**config.mk**
```make
export PLATFORM = sky130hd
export DESIGN_NAME = t05_min2_scanner
export DESIGN_NICKNAME = d
export VERILOG_FILES = /design/src/rtl/t05_huff_pkg.sv /design/src/rtl/t05_min2_update.sv /design/src/rtl/t05_min2_scanner.sv
export SDC_FILE = /design/constraint.sdc
export NUM_CORES = 1
export LEC_CHECK = 0
export CAP_MARGIN = 20
export CORE_MARGIN = 2
export CORE_UTILIZATION = 45
export CTS_BUF_LIST = sky130_fd_sc_hd__clkbuf_16
export DETAILED_ROUTE_END_ITERATION = 10
export GPL_TIMING_DRIVEN = 0
export PLACE_DENSITY = 0.68
export SYNTH_ARGS = -nofsm -noshare
export SYNTH_HDL_FRONTEND = slang
export SYNTH_SLANG_ARGS = --single-unit
```
**constraint.sdc**
```tcl
create_clock -name clk -period 11.8 [get_ports clk]
set_input_delay 2.36 -clock clk [delete_from_list [all_inputs] [get_ports clk]]
set_output_delay 2.36 -clock clk [all_outputs]
set_load 0.05 [all_outputs]
```
**src/rtl/t05_huff_pkg.sv**
```systemverilog
// Purpose: shared types and constants for the Huffman min-pair scanner and its helpers.
// Latency: n/a (declarations only).
// Backpressure: n/a.
package t05_huff_pkg;

    localparam int VAL_W_DEF  = 64;
    localparam int LEAF_N_DEF = 128;
    localparam int NODE_N_DEF = 128;
    localparam int ADDR_W_DEF = $clog2(LEAF_N_DEF + NODE_N_DEF);

    // Node ID: MSB set for internal (sum) nodes, low bits are the node index.
    typedef logic [ADDR_W_DEF:0] node_id_t;

    // All-ones marks an empty minimum slot; such a value can never win a strict compare.
    localparam node_id_t               SENT_ID  = '1;
    localparam logic [VAL_W_DEF-1:0]   SENT_VAL = '1;

    typedef enum logic [2:0] {
        ST_IDLE,
        ST_REQ,
        ST_WAIT,
        ST_CMP,
        ST_DONE
    } state_t;

endpackage

```
**src/rtl/t05_min2_update.sv**
```systemverilog
// Purpose: insert one (value, id) candidate into an ordered (min1, min2) pair.
// Latency: combinational.
// Backpressure: none.
// Ports: val_i/id_i candidate; min{1,2}_{val,id}_i current pair; min{1,2}_{val,id}_o updated pair.
// A zero value is an empty table slot and leaves the pair untouched. Compares are strict,
// so when candidates arrive in ascending address order the lower address wins ties.
module t05_min2_update #(
    parameter int VAL_W = 64,
    parameter int ID_W  = 9
) (
    input  logic [VAL_W-1:0] val_i,
    input  logic [ID_W-1:0]  id_i,
    input  logic [VAL_W-1:0] min1_val_i,
    input  logic [ID_W-1:0]  min1_id_i,
    input  logic [VAL_W-1:0] min2_val_i,
    input  logic [ID_W-1:0]  min2_id_i,
    output logic [VAL_W-1:0] min1_val_o,
    output logic [ID_W-1:0]  min1_id_o,
    output logic [VAL_W-1:0] min2_val_o,
    output logic [ID_W-1:0]  min2_id_o
);

    always_comb begin
        min1_val_o = min1_val_i;
        min1_id_o  = min1_id_i;
        min2_val_o = min2_val_i;
        min2_id_o  = min2_id_i;
        if (val_i != '0) begin
            if (val_i < min1_val_i) begin
                min2_val_o = min1_val_i;
                min2_id_o  = min1_id_i;
                min1_val_o = val_i;
                min1_id_o  = id_i;
            end else if (val_i < min2_val_i) begin
                min2_val_o = val_i;
                min2_id_o  = id_i;
            end
        end
    end

endmodule

```
**src/rtl/t05_min2_scanner.sv**
```systemverilog
// Purpose: scan the leaf + internal-node frequency table and return the two smallest non-zero entries.
// Latency: per read 1 (REQ) + SRAM latency + 1 (CMP); excluded address 1; done 1 cycle after last compare.
// Backpressure: rd_req/rd_addr held until rd_valid; start while busy is ignored.
// Ports: start/node_cnt kick a scan; rd_* is the SRAM read handshake; busy/done/found_cnt,
// min{1,2}_{id,val} and sum report the result, which holds until the next start.
module t05_min2_scanner
    import t05_huff_pkg::*;
#(
    parameter  int VAL_W    = VAL_W_DEF,
    parameter  int LEAF_N   = LEAF_N_DEF,
    parameter  int NODE_N   = NODE_N_DEF,
    parameter  bit EXCL_EN  = 1'b1,
    parameter  int EXCL_IDX = 26,
    localparam int ADDR_W   = $clog2(LEAF_N + NODE_N),
    localparam int CNT_W    = $clog2(NODE_N + 1)
) (
    input  logic              clk,
    input  logic              rst,
    input  logic              start,
    input  logic [CNT_W-1:0]  node_cnt,
    output logic              rd_req,
    output logic [ADDR_W-1:0] rd_addr,
    input  logic              rd_valid,
    input  logic [VAL_W-1:0]  rd_data,
    output logic              busy,
    output logic              done,
    output logic [1:0]        found_cnt,
    output logic [ADDR_W:0]   min1_id,
    output logic [ADDR_W:0]   min2_id,
    output logic [VAL_W-1:0]  min1_val,
    output logic [VAL_W-1:0]  min2_val,
    output logic [VAL_W:0]    sum
);

    // Sentinels stretched from the package's all-ones constants to this instance's widths.
    localparam logic [ADDR_W:0]  SENT_ID_W  = {(ADDR_W + 1){SENT_ID[0]}};
    localparam logic [VAL_W-1:0] SENT_VAL_W = {VAL_W{SENT_VAL[0]}};
    // Address counter is one bit wider than rd_addr so a full table end (LEAF_N+NODE_N) fits.
    localparam logic [ADDR_W:0]  LEAF_END   = (ADDR_W + 1)'(LEAF_N);
    localparam logic [ADDR_W:0]  EXCL_ADDR  = (ADDR_W + 1)'(EXCL_IDX);
    localparam logic [CNT_W-1:0] NODE_MAX   = CNT_W'(NODE_N);

    state_t            state_q;
    logic [ADDR_W:0]   addr_q;
    logic [ADDR_W:0]   end_q;
    logic [VAL_W-1:0]  data_q;
    logic              rd_req_q;
    logic              done_q;
    logic [1:0]        found_q;
    logic [VAL_W:0]    sum_q;
    logic [VAL_W-1:0]  min1_val_q, min2_val_q;
    logic [ADDR_W:0]   min1_id_q, min2_id_q;

    logic [ADDR_W:0]   end_d;
    logic [ADDR_W:0]   cur_id;
    logic [VAL_W-1:0]  min1_val_d, min2_val_d;
    logic [ADDR_W:0]   min1_id_d, min2_id_d;
    logic              min1_vld, min2_vld;
    logic [1:0]        found_d;
    logic [VAL_W:0]    sum_d;

    always_comb begin
        end_d = LEAF_END + (ADDR_W + 1)'((node_cnt > NODE_MAX) ? NODE_MAX : node_cnt);
    end

    // Leaves keep their address; internal nodes are renumbered from zero with the MSB set.
    always_comb begin
        if (addr_q < LEAF_END) begin
            cur_id = {1'b0, addr_q[ADDR_W-1:0]};
        end else begin
            cur_id = {1'b1, ADDR_W'(addr_q - LEAF_END)};
        end
    end

    t05_min2_update #(
        .VAL_W (VAL_W),
        .ID_W  (ADDR_W + 1)
    ) u_update (
        .val_i      (data_q),
        .id_i       (cur_id),
        .min1_val_i (min1_val_q),
        .min1_id_i  (min1_id_q),
        .min2_val_i (min2_val_q),
        .min2_id_i  (min2_id_q),
        .min1_val_o (min1_val_d),
        .min1_id_o  (min1_id_d),
        .min2_val_o (min2_val_d),
        .min2_id_o  (min2_id_d)
    );

    // A slot is valid once it no longer holds the sentinel value; min2 valid implies min1 valid.
    always_comb begin
        min1_vld = (min1_val_q != SENT_VAL_W);
        min2_vld = (min2_val_q != SENT_VAL_W);
        found_d  = {1'b0, min1_vld} + {1'b0, min2_vld};
        sum_d    = '0;
        if (min1_vld) begin
            sum_d = {1'b0, min1_val_q};
        end
        if (min2_vld) begin
            sum_d = sum_d + {1'b0, min2_val_q};
        end
    end

    always_ff @(posedge clk or posedge rst) begin
        if (rst) begin
            state_q    <= ST_IDLE;
            addr_q     <= '0;
            end_q      <= '0;
            data_q     <= '0;
            rd_req_q   <= 1'b0;
            done_q     <= 1'b0;
            found_q    <= '0;
            sum_q      <= '0;
            min1_val_q <= SENT_VAL_W;
            min2_val_q <= SENT_VAL_W;
            min1_id_q  <= SENT_ID_W;
            min2_id_q  <= SENT_ID_W;
        end else begin
            case (state_q)
                ST_IDLE: begin
                    if (start) begin
                        end_q      <= end_d;
                        addr_q     <= '0;
                        found_q    <= '0;
                        sum_q      <= '0;
                        min1_val_q <= SENT_VAL_W;
                        min2_val_q <= SENT_VAL_W;
                        min1_id_q  <= SENT_ID_W;
                        min2_id_q  <= SENT_ID_W;
                        state_q    <= ST_REQ;
                    end
                end
                ST_REQ: begin
                    if (addr_q == end_q) begin
                        found_q <= found_d;
                        sum_q   <= sum_d;
                        done_q  <= 1'b1;
                        state_q <= ST_DONE;
                    end else if (EXCL_EN && (addr_q == EXCL_ADDR)) begin
                        addr_q <= addr_q + 1'b1;
                    end else begin
                        rd_req_q <= 1'b1;
                        state_q  <= ST_WAIT;
                    end
                end
                ST_WAIT: begin
                    if (rd_valid) begin
                        data_q   <= rd_data;
                        rd_req_q <= 1'b0;
                        state_q  <= ST_CMP;
                    end
                end
                ST_CMP: begin
                    min1_val_q <= min1_val_d;
                    min1_id_q  <= min1_id_d;
                    min2_val_q <= min2_val_d;
                    min2_id_q  <= min2_id_d;
                    addr_q     <= addr_q + 1'b1;
                    state_q    <= ST_REQ;
                end
                ST_DONE: begin
                    done_q  <= 1'b0;
                    state_q <= ST_IDLE;
                end
                default: begin
                    state_q <= ST_IDLE;
                end
            endcase
        end
    end

    assign rd_req    = rd_req_q;
    assign rd_addr   = addr_q[ADDR_W-1:0];
    assign busy      = (state_q != ST_IDLE);
    assign done      = done_q;
    assign found_cnt = found_q;
    assign sum       = sum_q;
    assign min1_val  = min1_val_q;
    assign min2_val  = min2_val_q;
    assign min1_id   = min1_id_q;
    assign min2_id   = min2_id_q;

endmodule

```
==> impl_metrics.toml <==
[detailed_routing]
dr.first_iter.drc_count = 2564
routed_wl_um = 96300
vias = 22800
antenna_left = 0
vias_per_cell = 6.18
route.detailed.drc = 0
wl_per_cell_um = 26.1
drtPass1Iterations = 5

[cells_and_area]
fillerInstances = 4568
utilization = 0.559
fin_nets = 3244
drive_gt1_frac = 0.132
syn2layout_area_growth_pct = 22.4

[logic_synthesis]
synthCells = 2659
synth.largest_area_cell = "dfrtp_1"
ys_warn_count = 0
async_reset_ff_frac = 1.00
yosys_most_used_dff = "dfrtp_1"
ys_types = 83
synth_area_sq_um = 22400
synth_edf_count = 0
syn_area_per_cell_sq_um = 8.41
ys_seq_area_frac = 0.344
netlist.area_leader.share = 0.172
yosys-top-cells-area = "dfrtp_1 (17%), dfstp_2 (17%), ha_1 (9.3%)"
syn_nets = 2903
ys_ff_latch = 300

[critical_path]
reg2reg_depth = 24
r2r_slack_ns = 2.35
cp_data_required_time_ns = 12.27
path_class = "reg2reg"
start_kind = "register"
cp.arrival_ns = 9.92
worstReg2RegEnd = "sum[55]"
regToRegStartpoint = "min1_val[21]"
crit_path_end_kind = "register"
worstPathMaxFanout = 10

[min_path]
hold_depth = 2
hold_class = "reg2reg"
min_to = "sum[12]"
min_from = "sum[12]"

[floorplan]
initial_core_util = 0.457
chipHeight_um = 227
die_w_um = 227
die_area_sq_um = 51500
rows = 81
ioPinCount = 300
core_sq_um = 49000

[sta]
worst_pin_slew_ns = 1.23
max_freq_mhz = 106
period_minus_slack_ns = 9.45
hold_viol = 0
fin_crit_sh = 0.801
setup_ws_ns = 2.35
finalMaxSlewViolations = 0
setup_violations = 0
rsz0062_at_grt = "false"
skew_ns = 0.0221
relSlewSlack = 0.182

[global_route]
grt_pass1_wl_um = 142000
grt_max_degree = 117
gr-usage-all-layers = 0.369
antenna_found_initial = 0
grt_util_met3 = 0.0714
gr-usage-met2 = 0.581
overflow = 0
met1_usage = 0.504
top_usage_layer = "met2"
first_global_vias = 21900

[flow_run]
max_cap_violations = 0

[cts]
post_cts_buffers = 0
clk_latency_ns = 0.58
cts_buffers = 36
clkSinkCount = 300
cts_tree = "done"
cts_resized = 0
clkTransAtPathRegs_ns = 0.06
htreeDepth = 2
cts_buffer_depth = 3
root_buffer = "clkbuf_16"
hold_buffers = 0

[placement]
pre_cts_ws_ns = 2.73
dp_hpwl_um = 74700
numPortBuffers = 299
gp_congestion = 1.01

[power]
p_leak_nw = 12.0
powerDensity_nw_per_um2 = 357
ir_drop_mv = 0.215

[status]
outcome = "complete, no violations"
==> cells in the final DEF (no fill, tap or decap), types with 7 or more instances in the layout <==
cell type,synthesis,final
a211oi_1,9,9
a21o_1,67,67
a21oi_1,208,208
a22oi_1,19,19
a31oi_1,29,29
and2_1,12,12
and3_1,9,9
buf_1,9,9
buf_2,18,19
buf_4,16,16
clkbuf_1,147,147
clkbuf_16,0,36
clkdlybuf4s50_1,0,299
clkinv_1,4,10
clkinv_2,0,8
dfrtp_1,154,154
dfstp_2,146,146
ha_1,167,167
inv_1,139,148
maj3_1,28,28
mux2_2,139,139
mux2i_1,8,8
nand2_1,255,255
nand2b_1,23,23
nand3_1,39,39
nand4_1,92,92
nor2_1,231,231
nor2b_1,17,17
nor3_1,109,109
nor4_1,41,41
o211ai_1,10,10
o21ai_0,260,260
o21ai_1,8,8
o221ai_1,7,7
o22ai_1,13,13
xnor2_1,76,76
xor2_1,36,36
==> Yosys cell counts (4+ instances only) <==
library cell / n
a211o_1: 5
a211oi_1: 9
ha_1: 167
inv_1: 139
or3_1: 6
nand2b_1: 23
nand2_1: 255
mux2_2: 139
a21oi_1: 208
o31ai_1: 5
clkbuf_1: 147
nor2_1: 231
and2_1: 12
mux2i_1: 8
maj3_1: 28
buf_1: 9
xor2_1: 36
a221oi_1: 6
dfrtp_1: 154
a21o_1: 67
a41oi_1: 4
o221ai_1: 7
a22o_1: 4
clkinv_1: 4
nor3_1: 109
and4_1: 6
o21ai_0: 260
and3_1: 9
nor4_1: 41
xnor2_1: 76
o21ai_1: 8
dfstp_2: 146
a31oi_1: 29
nor2b_1: 17
nand4_1: 92
a22oi_1: 19
buf_2: 18
o211ai_1: 10
o31a_1: 4
or2_2: 5
o21bai_1: 4
nand3_1: 39
o22ai_1: 13
o21a_1: 6
buf_4: 16
==> sequential cells by signal, summed over array words and instances, names as in the netlist <==
register / count
sum: 65
min1_id: 9
done: 1
rd_req: 1
min1_val: 64
min2_id: 9
addr_q: 9
found_cnt: 2
data_q: 64
end_q: 9
state_q: 3
min2_val: 64
==> routing by layer <==
metal	part of all wire	up-vias
met3	0.088	208
li1	-	10200
met1	0.43	11200
met2	0.44	1194
met5	0	-
met4	0.042	0
==> worst max-delay path: stages, from the launching register on <==
cell and delay (ns):
dfstp_2 0.52, buf_2 0.27, nand4_1 0.26, nor4_1 0.64, and4_1 0.28, buf_4 0.19, clkbuf_1 0.71, clkbuf_1 0.58
clkbuf_1 0.74, clkbuf_1 0.45, nor2_1 0.17, ha_1 0.34, a21oi_1 0.19, o21ai_0 0.15, o21ai_0 0.56, a21oi_1 0.25
o21ai_0 0.53, o221ai_1 0.38, a31o_2 0.39, a211oi_2 0.47, o22a_1 0.37, o21ai_1 0.23, nand2_1 0.11, mux2_2 0.32
o21ai_0 0.19
==> per-stage QoR <==
step	instances	total power [W]	TNS (ns)	hold WS, ns	cell area, sq um
after global placement	3622	0.00846	-366.62	0.462	26200
final	3692	0.00978	0	0.476	27400
after global routing	3691	0.0103	0	0.507	27400
after floorplan	2659	0.00632	0	0.467	22400
after CTS	3691	0.00967	0	0.482	27400
after detailed placement	3626	0.00855	0	0.469	26300
==> how the worst max path moves through the flow <==
| stage | start | to | slack, ns | depth (start not counted) |
|---|---|---|---|---|
| after floorplan | rst | addr_q[0] | 1.39 | 1 |
| after global placement | rst | data_q[35] | -2.44 | 2 |
| after detailed placement | min1_val[21] | sum[55] | 2.73 | 24 |
| after CTS | min1_val[21] | sum[55] | 2.67 | 24 |
| after global routing | min1_val[21] | sum[55] | 2.09 | 24 |
| final | min1_val[21] | sum[55] | 2.35 | 24 |
==> cell type report <==
cell class | instances | area (sq um) | share of cell area
multi-input cells | 2024 | 13300 | 0.487
flip-flops and latches | 300 | 7690 | 0.281
repair buffers | 303 | 3070 | 0.112
clock buffers | 36 | 901 | 0.0329
well taps | 664 | 831 | 0.0303
plain buffers | 191 | 807 | 0.0295
inverters | 144 | 548 | 0.0200
clock inverters | 29 | 205 | 0.00749
diodes | 1 | 2.50 | 0.0000914
==> cells by family (layout without fill, tap and decap cells) <==
| family | after synthesis | after routing | synth area share |
|---|---|---|---|
| AOI/OAI and AO/OA | 709 | 709 | 0.190 |
| and+or+nand+nor | 859 | 859 | 0.180 |
| DFF | 300 | 300 | 0.344 |
| buffers and inverters | 335 | 703 | 0.0603 |
| other | 0 | 1 | 0 |
| xor gates and xnor gates | 113 | 113 | 0.0451 |
| muxes | 147 | 147 | 0.0736 |
| adders and majority gates | 196 | 196 | 0.107 |
==> power breakdown <==
part / total [W] / internal [W] / switching, W
Sequential: 0.00232 / 0.00159 / 0.000729
Clock: 0.00108 / 0.000602 / 0.000479
Combinational: 0.00638 / 0.00222 / 0.00416
Total: 0.00978 / 0.00442 / 0.00537
No activity file was read; power rests on OpenSTA's default activity.
